File: config.mk
export PLATFORM = sky130hd
export DESIGN_NAME = div_unit
export DESIGN_NICKNAME = d
export VERILOG_FILES = /design/src/rtl/cpu_pkg.sv /design/src/rtl/div_unit.sv
export SDC_FILE = /design/constraint.sdc
export NUM_CORES = 1
export LEC_CHECK = 0
export ABC_AREA = 0
export ABC_CLOCK_PERIOD_IN_PS = 8600
export BUFFER_PORTS_ARGS = -buffer_cell sky130_fd_sc_hd__buf_4
export CAP_MARGIN = 20
export CORE_MARGIN = 2
export CORE_UTILIZATION = 66
export CTS_BUF_LIST = sky130_fd_sc_hd__clkbuf_4
export DETAILED_ROUTE_END_ITERATION = 8
export GPL_TIMING_DRIVEN = 0
export HOLD_SLACK_MARGIN = 0.1
export PLACE_DENSITY_LB_ADDON = 0.1
export SKIP_CTS_REPAIR_TIMING = 1
export SLEW_MARGIN = 20
export SYNTH_ARGS = -nofsm -noshare
export SYNTH_HDL_FRONTEND = slang
export SYNTH_SLANG_ARGS = --single-unit
File: constraint.sdc
create_clock -name clock -period 8.6 [get_ports clock]
set_input_delay 0.86 -clock clock [delete_from_list [all_inputs] [get_ports clock]]
set_output_delay 0.86 -clock clock [all_outputs]
set_load 0.005 [all_outputs]
File: src/rtl/cpu_pkg.sv
// Shared CPU datapath definitions.
// Divider items: the FSM state encoding, the operand width and the iteration count.
package cpu_pkg;

    typedef enum logic [1:0] {
        IDLE = 2'd0,
        RUN  = 2'd1,
        FIX  = 2'd2
    } div_state_t;

    localparam int DIV_WIDTH = 32;
    localparam int DIV_ITER  = 32;

    // Two's-complement magnitude; |0x80000000| wraps back to 0x80000000,
    // which is still the correct unsigned magnitude.
    function automatic logic [DIV_WIDTH-1:0] div_abs(input logic [DIV_WIDTH-1:0] v,
                                                     input logic              neg);
        return neg ? (DIV_WIDTH'(0) - v) : v;
    endfunction

endpackage

File: src/rtl/div_unit.sv
// div_unit - multi-cycle 32-bit restoring divider for the MIPS datapath.
// Produces one quotient bit per cycle, MSB first, followed by a one-cycle
// sign-fix state. Latency from an accepted start to done is 33 cycles.
//
// Ports:
//   clock      - rising-edge clock
//   reset      - asynchronous active-high reset; clears all state
//   start      - request pulse, sampled only in IDLE while done is low
//   div_signed - 1 = div, 0 = divu (honoured only when DIVU_EN is defined)
//   dividend   - operand A, captured on an accepted start
//   divisor    - operand B, captured on an accepted start
//   lo / hi    - quotient / remainder, updated only in FIX
//   busy       - high during RUN and FIX
//   done       - one-cycle completion pulse
//   div_zero   - one-cycle divide-by-zero pulse, coincident with done
//
// Build option: define DIVU_EN to enable unsigned division; otherwise every
// division is signed and div_signed is ignored.
module div_unit
    import cpu_pkg::*;
#(
    parameter int WIDTH = DIV_WIDTH
) (
    input  logic             clock,
    input  logic             reset,
    input  logic             start,
    input  logic             div_signed,
    input  logic [WIDTH-1:0] dividend,
    input  logic [WIDTH-1:0] divisor,
    output logic [WIDTH-1:0] lo,
    output logic [WIDTH-1:0] hi,
    output logic             busy,
    output logic             done,
    output logic             div_zero
);

    localparam int CW = $clog2(DIV_ITER);

    div_state_t       state_q;
    logic [CW-1:0]    cnt_q;
    logic [WIDTH-1:0] rem_q, quo_q, dvs_q;
    logic             neg_quo_q, neg_rem_q;
    logic [WIDTH-1:0] lo_q, hi_q;
    logic             busy_q, done_q, dz_q;

    // Signedness of the incoming request.
    logic sgn;
`ifdef DIVU_EN
    assign sgn = div_signed;
`else
    assign sgn = div_signed | 1'b1;
`endif

    logic sd, sv;
    assign sd = sgn & dividend[WIDTH-1];
    assign sv = sgn & divisor[WIDTH-1];

    // One restoring step. The shifted remainder needs 33 bits; when it is
    // >= divisor the true difference is below the divisor, so the low 32
    // bits of the subtraction are exact.
    logic [WIDTH:0]   shifted;
    logic             ge;
    logic [WIDTH-1:0] rem_d, quo_d;

    always_comb begin
        shifted = {rem_q, quo_q[WIDTH-1]};
        ge      = shifted >= {1'b0, dvs_q};
        rem_d   = ge ? (shifted[WIDTH-1:0] - dvs_q) : shifted[WIDTH-1:0];
        quo_d   = {quo_q[WIDTH-2:0], ge};
    end

    always_ff @(posedge clock or posedge reset) begin
        if (reset) begin
            state_q   <= IDLE;
            cnt_q     <= '0;
            rem_q     <= '0;
            quo_q     <= '0;
            dvs_q     <= '0;
            neg_quo_q <= 1'b0;
            neg_rem_q <= 1'b0;
            lo_q      <= '0;
            hi_q      <= '0;
            busy_q    <= 1'b0;
            done_q    <= 1'b0;
            dz_q      <= 1'b0;
        end else begin
            done_q <= 1'b0;
            dz_q   <= 1'b0;
            case (state_q)
                IDLE: begin
                    // The cycle that shows done is still IDLE; a start there is dropped.
                    if (start && !done_q) begin
                        if (divisor == '0) begin
                            done_q <= 1'b1;
                            dz_q   <= 1'b1;
                        end else begin
                            // quo_q doubles as the dividend shift register.
                            rem_q     <= '0;
                            quo_q     <= div_abs(dividend, sd);
                            dvs_q     <= div_abs(divisor, sv);
                            neg_quo_q <= sd ^ sv;
                            neg_rem_q <= sd;
                            cnt_q     <= CW'(DIV_ITER - 1);
                            busy_q    <= 1'b1;
                            state_q   <= RUN;
                        end
                    end
                end
                RUN: begin
                    rem_q <= rem_d;
                    quo_q <= quo_d;
                    cnt_q <= cnt_q - 1'b1;
                    if (cnt_q == '0) state_q <= FIX;
                end
                FIX: begin
                    lo_q    <= div_abs(quo_q, neg_quo_q);
                    hi_q    <= div_abs(rem_q, neg_rem_q);
                    busy_q  <= 1'b0;
                    done_q  <= 1'b1;
                    state_q <= IDLE;
                end
                default: state_q <= IDLE;
            endcase
        end
    end

    assign lo       = lo_q;
    assign hi       = hi_q;
    assign busy     = busy_q;
    assign done     = done_q;
    assign div_zero = dz_q;

endmodule

==> impl_metrics.env, run 1 <==
export IMPL_status="complete, no violations"
export IMPL_switchingPower_mw=2.360
export IMPL_timing_final_crit_share_pct=42.69
export IMPL_postSynthCellCount=1276
export IMPL_stdcell_area_um2=12580
export IMPL_slew_violations=0
export IMPL_crit_fanout=10
export IMPL_crit_type="flip-flop to flip-flop"
export IMPL_tns_ns=0
export IMPL_vias=10180
export IMPL_period_needed_ns=3.671
export IMPL_clock_latency_ns=0.60
export IMPL_clk_pin_slew_ns=0.16
export IMPL_slew_headroom_pct=46.95
export IMPL_synth_top_cell_area_share_pct=39.11
export IMPL_cp_end_kind="flip-flop"
export IMPL_setup_viol=0
export IMPL_drive_gt1_share_pct=13.45
export IMPL_fmax_mhz=272.4
export IMPL_ant_nets=0
export IMPL_syn_cell_area_um2=11000
export IMPL_ys_warn_count=0
export IMPL_rsz0062_at_grt="no"
export IMPL_worst_slew_pin_slew_ns=0.7958
export IMPL_cts_tree="yes"
export IMPL_ys_flop_type="dfrtp_1"
export IMPL_core_rowCount=47
export IMPL_worstPathRequired_ns=9.04
export IMPL_syn_num_nets=1383
export IMPL_drt_first_pass_iters=6
export IMPL_crit_family="compound AO/OA/AOI/OAI gates"
export IMPL_grt_max_degree=107
export IMPL_ios=135
export IMPL_post_place_ws_ns=4.934
export IMPL_pwr_share_clk_pct=9.2
export IMPL_power_per_cell_area_nw_per_um2=396.8
export IMPL_routedWlPerCell_um=17.94
export IMPL_vdd_drop_max_mv=0.1925
export IMPL_setup_slack_ns=4.929
export IMPL_yosysTopAreaCell="dfrtp_1"
export IMPL_ys_seq_area_share_pct=39.11
export IMPL_cts_max_level=4
export IMPL_nets=1536
export IMPL_grt_pass1_vias=9607
export IMPL_critPathSlowestCell="nor2_2"
export IMPL_final_cells=1663
export IMPL_crit_buf_inv=2
export IMPL_comb_power_share_pct=58.6
export IMPL_whs_ns=0.2707
export IMPL_start_kind="flip-flop"
export IMPL_max_stage_delay_ns=0.57
export IMPL_pwr_share_seq_pct=32.2
export IMPL_drtIter0Drc=889
export IMPL_drcViolationCount=0
export IMPL_hold_violations=0
export IMPL_yosys_register_bits=172
export IMPL_antenna_found_initial=1
export IMPL_yosysUniqueCellTypes=66
export IMPL_via_per_inst=6.118
export IMPL_place_congestion=0.9756
export IMPL_postPlaceCellArea_um2=12310
export IMPL_syn_to_final_growth_pct=14.35
export IMPL_grt_pass1_wl_mm=48.41
export IMPL_crit_chain="ha_1, clkbuf_1, a21o_1, a31o_2, a21o_1, o21ai_1, a2111oi_1, nor2_2, nand2b_1, clkbuf_1, o21ai_0"
export IMPL_synth_area_per_cell_um2=8.624
export IMPL_cts_path_max_buffers=2
export IMPL_grt_usage_pct=34.37
export IMPL_hold_class="primary input to asynchronous set/reset pin"
export IMPL_root_buffer="clkbuf_4"
export IMPL_fin_util_pct=76.42
export IMPL_fp_dieH_um=133.1
export IMPL_numCtsBuffers=17
export IMPL_routed_wl_mm=29.83
export IMPL_p_total_mw=4.994
export IMPL_ys_async_sr_fraction_pct=100.0
export IMPL_clock_skew_ns=0.03391
export IMPL_dieArea_um2=17720
export IMPL_synth_edf_count=0
export IMPL_placed_cells=1630
export IMPL_synth_area_top_cells="dfrtp_1, o21ai_0, xor2_1"
export IMPL_numClockSinks=172
export IMPL_arrival_ns=4.11
export IMPL_power_leakage_nw=5.589
export IMPL_coreArea_um2=16470
export IMPL_p_sw_share_pct=47.26
export IMPL_intPower_mw=2.633
export IMPL_hpwlAfterDp_mm=23.01
export IMPL_io_buffers=133
export IMPL_cap_viol_max_count=0
export IMPL_fp_dieW_um=133.1
export IMPL_grt_overflow=0
export IMPL_initial_core_util_pct=66.83
cells by family (layout without fill, tap and decap cells):
logic type / Yosys count / after routing / share of synthesized area (%)
and+or+nand+nor: 365 / 365 / 15.68
DFF: 172 / 172 / 39.11
muxes: 22 / 22 / 2.001
other: 0 / 1 / 0
AOI/OAI and AO/OA: 409 / 409 / 22.50
adders and majority gates: 39 / 39 / 4.503
xor gates and xnor gates: 150 / 150 / 11.94
buffers and inverters: 119 / 285 / 4.264
power by group through the flow:
stage	Clock, mW	Sequential (mW)	Combinational [mW]
detailed placement	0	1.61	2.88
global route	0.497	1.65	3.28
CTS	0.459	1.59	2.89
global placement	0	1.59	2.80
floorplan	0	1.51	2.06
finish	0.461	1.61	2.93
flip-flops by register name (all words and copies together), names as in the netlist:
signal,count
neg_rem_q,1
state_q,2
done,1
busy,1
dvs_q,32
div_zero,1
quo_q,32
hi,32
rem_q,32
neg_quo_q,1
lo,32
cnt_q,5
per-layer routing:
metal	up-vias	share of wire, %	track usage (%)
met1	4856	44	48.68
met2	421	45	52.96
met3	47	8.9	7.496
met4	0	2.1	11.58
met5	-	0	0
li1	4851	-	-
layout make-up:
type	count	area (um^2)
well taps	220	275.3
flip-flops and latches	172	4304
repair buffers	134	1026
fillers	1292	3882
multi-input cells	985	6231
inverters	54	210.2
clock inverters	15	140.1
clock buffers	17	127.6
diodes	1	2.502
plain buffers	65	266.5
cells in the mapped netlist (3+ instances only):
master / count
o311ai_0: 3
buf_1: 6
o21a_1: 5
a21oi_1: 49
a22oi_1: 15
or3_1: 11
a31oi_1: 5
nand4_1: 8
o21ai_0: 211
o41ai_1: 17
or4_1: 14
and2_1: 3
xor2_1: 96
dfrtp_1: 172
clkbuf_1: 48
a21boi_0: 4
inv_1: 54
o31ai_1: 40
nor3_1: 16
nand3_1: 24
nand2b_1: 13
xnor2_1: 54
buf_2: 8
ha_1: 38
a211o_1: 3
and3_1: 5
a32oi_1: 15
nand2_1: 199
a221o_1: 3
o21ai_1: 6
a21o_1: 13
nor4_1: 9
nor2b_1: 6
mux2i_1: 22
o211ai_1: 5
nor2_1: 40
worst paths after layout:
check / startpoint / to / slack (ns) / cells after the start
setup / recovery: rem_q[7] / rem_q[23] / 4.93 / 11
hold / removal: reset / lo[8] / 0.27 / 2
setup reg to reg: rem_q[7] / rem_q[23] / 4.93 / 11
hold reg to reg: dvs_q[7] / dvs_q[7] / 0.50 / 2
max in group asynchronous: reset / dvs_q[18] / 7.45 / 3
min in group clock: dvs_q[7] / dvs_q[7] / 0.50 / 2
placed cells by master, fill, tap and decap left out, types with 48 or more instances in the layout:
cell / netlist / layout
a21oi_1: 49 / 49
buf_4: 1 / 134
clkbuf_1: 48 / 48
dfrtp_1: 172 / 172
inv_1: 54 / 53
nand2_1: 199 / 199
o21ai_0: 211 / 211
xnor2_1: 54 / 54
xor2_1: 96 / 96
(Power assumes the default switching activity.)
==> inputs of run 2 (changes only) <==
--- a/config.mk
+++ b/config.mk
@@ -6,11 +6,11 @@
 export NUM_CORES = 1
 export LEC_CHECK = 0
 export ABC_AREA = 0
-export ABC_CLOCK_PERIOD_IN_PS = 8600
+export ABC_CLOCK_PERIOD_IN_PS = 3700
 export BUFFER_PORTS_ARGS = -buffer_cell sky130_fd_sc_hd__buf_4
 export CAP_MARGIN = 20
 export CORE_MARGIN = 2
-export CORE_UTILIZATION = 66
+export CORE_UTILIZATION = 61
 export CTS_BUF_LIST = sky130_fd_sc_hd__clkbuf_4
 export DETAILED_ROUTE_END_ITERATION = 8
 export GPL_TIMING_DRIVEN = 0
==> constraint.sdc (replaced) <==
create_clock -name clock -period 3.7 [get_ports clock]
set_input_delay 0.37 -clock clock [delete_from_list [all_inputs] [get_ports clock]]
set_output_delay 0.37 -clock clock [all_outputs]
set_load 0.005 [all_outputs]
==> run 2 against run 1 <==
Register-to-register slack lost 4.7 ns. Maximum frequency up 7.1%. Highest routed layer unchanged. Total power increased by 130%. Clock skew decreased by 0.0080 ns. Largest cell class unchanged. Largest power group unchanged. Cell count grew 1.4%. Design area rose by 1.9%. Sequential power rose by 130%.
==> impl_metrics.env, run 2 (synthesized netlist as in run 1, its figures left out) <==
export IMPL_slew_violations=0
export IMPL_drt_first_pass_iters=5
export IMPL_routedWlPerCell_um=17.65
export IMPL_syn_to_final_growth_pct=16.52
export IMPL_power_per_cell_area_nw_per_um2=914.8
export IMPL_r2r_start="rem_q[5]"
export IMPL_clock_latency_ns=0.59
export IMPL_grt_pass1_vias=9397
export IMPL_hold_depth=4
export IMPL_cts_max_level=4
export IMPL_place_congestion=0.9517
export IMPL_power_leakage_nw=5.677
export IMPL_grt_overflow=0
export IMPL_min_from="divisor[4]"
export IMPL_grt_pass1_wl_mm=48.10
export IMPL_ant_nets=0
export IMPL_grt_usage_pct=30.95
export IMPL_routed_wl_mm=29.76
export IMPL_tns_ns=0
export IMPL_start_kind="flip-flop"
export IMPL_hold_class="primary input to flip-flop"
export IMPL_via_per_inst=6.030
export IMPL_crit_type="flip-flop to flip-flop"
export IMPL_r2r_end="rem_q[0]"
export IMPL_cp_end_kind="flip-flop"
export IMPL_cts_tree="yes"
export IMPL_cts_path_max_buffers=2
export IMPL_worstRegToRegCells=10
export IMPL_worstPathRequired_ns=4.14
export IMPL_dieArea_um2=19130
export IMPL_antenna_found_initial=1
export IMPL_initial_core_util_pct=61.68
export IMPL_coreArea_um2=17840
export IMPL_drtIter0Drc=880
export IMPL_min_to="dvs_q[4]"
export IMPL_p_total_mw=11.73
export IMPL_setup_viol=0
export IMPL_fmax_mhz=291.8
export IMPL_fp_dieH_um=138.3
export IMPL_postPlaceCellArea_um2=12390
export IMPL_stdcell_area_um2=12820
export IMPL_clk_pin_slew_ns=0.16
export IMPL_rsz0062_at_grt="no"
export IMPL_mostFrequentLayoutCells="o21ai_0, nand2_1, dfrtp_1"
export IMPL_whs_ns=0.08942
export IMPL_r2r_slack_ns=0.27
export IMPL_final_common_cell="o21ai_0"
export IMPL_ios=135
export IMPL_fp_dieW_um=138.3
export IMPL_slew_headroom_pct=50.34
export IMPL_nets=1550
export IMPL_cap_viol_max_count=0
export IMPL_period_needed_ns=3.427
export IMPL_numCtsBuffers=17
export IMPL_hold_violations=0
export IMPL_drcViolationCount=0
export IMPL_vias=10170
export IMPL_vdd_drop_max_mv=0.4526
export IMPL_status="complete, no violations"
export IMPL_hpwlAfterDp_mm=22.98
export IMPL_drive_gt1_share_pct=13.67
export IMPL_clock_skew_ns=0.02586
export IMPL_arrival_ns=3.87
export IMPL_io_buffers=133
export IMPL_numClockSinks=172
export IMPL_worst_slew_pin_slew_ns=0.7449
export IMPL_timing_final_crit_share_pct=92.63
export IMPL_grt_max_degree=35
export IMPL_crit_fanout=10
export IMPL_core_rowCount=49
export IMPL_fillerInstances=1456
export IMPL_root_buffer="clkbuf_4"
[run 2: changes by cell type in the layout (fill, tap and decap cells not counted), moves of 2 or more]
cell | previous run | this run
clkinvlp_4 | 2 | 4
bufinv_16 | 1 | 3
buf_12 | 0 | 5
clkinv_2 | 4 | 1
inv_8 | 3 | 1
dlygate4sd3_1 | 0 | 10
[run 2: metal layers]
layer	vias to the layer above	global-route usage, %	routed length, um
met5	-	0	0
met4	0	8.700	526
met3	40	3.706	2136
met2	409	46.33	13070
met1	4825	47.65	14030
li1	4893	-	-
[run 2: power breakdown]
part,switching [mW],internal (mW),total [mW]
logic,3.79,3.00,6.79
clock network,0.720,0.491,1.21
registers,0.935,2.79,3.73
[run 2: how the worst max path moves through the flow]
stage	start	endpoint	slack (ns)	cells after the start
floorplan	rem_q[9]	rem_q[26]	0.93	11
global placement	reset	dvs_q[5]	0.15	2
detailed placement	rem_q[7]	rem_q[0]	0.23	11
CTS	rem_q[7]	rem_q[0]	0.18	11
global route	rem_q[9]	rem_q[23]	0.14	11
finish	rem_q[5]	rem_q[0]	0.27	10
[run 2: worst max-delay path, cell delays in order (launching register included)]
cell	delay [ns]
dfrtp_1	0.52
ha_1	0.42
a21o_1	0.22
a31o_2	0.26
a21o_1	0.19
o21ai_1	0.33
a2111oi_2	0.16
nor2_4	0.39
clkbuf_1	0.48
nand3_1	0.15
o311ai_0	0.16
[run 2: cell type report]
type,count,area [um^2],share of cell area [%]
clock inverter,14,181.4,1.415
tap,229,286.5,2.235
inverter,54,206.4,1.610
sequential,172,4304,33.57
buffer,65,266.5,2.078
antenna,1,2.502,0.01952
clock buffer,18,135.1,1.054
timing repair buffer,148,1199,9.348
multi-input combinational,985,6241,48.67
[run 2: metrics by stage]
step           instances  setup WS, ns  utilization (%)
2_1_floorplan       1276        0.9301                -
3_3_place_gp        1638        0.1541            68.90
3_5_place_dp        1643        0.2337            69.46
4_1_cts             1675        0.1815            71.24
5_1_grt             1686        0.1385            71.87
6_report            1686        0.2726            71.87
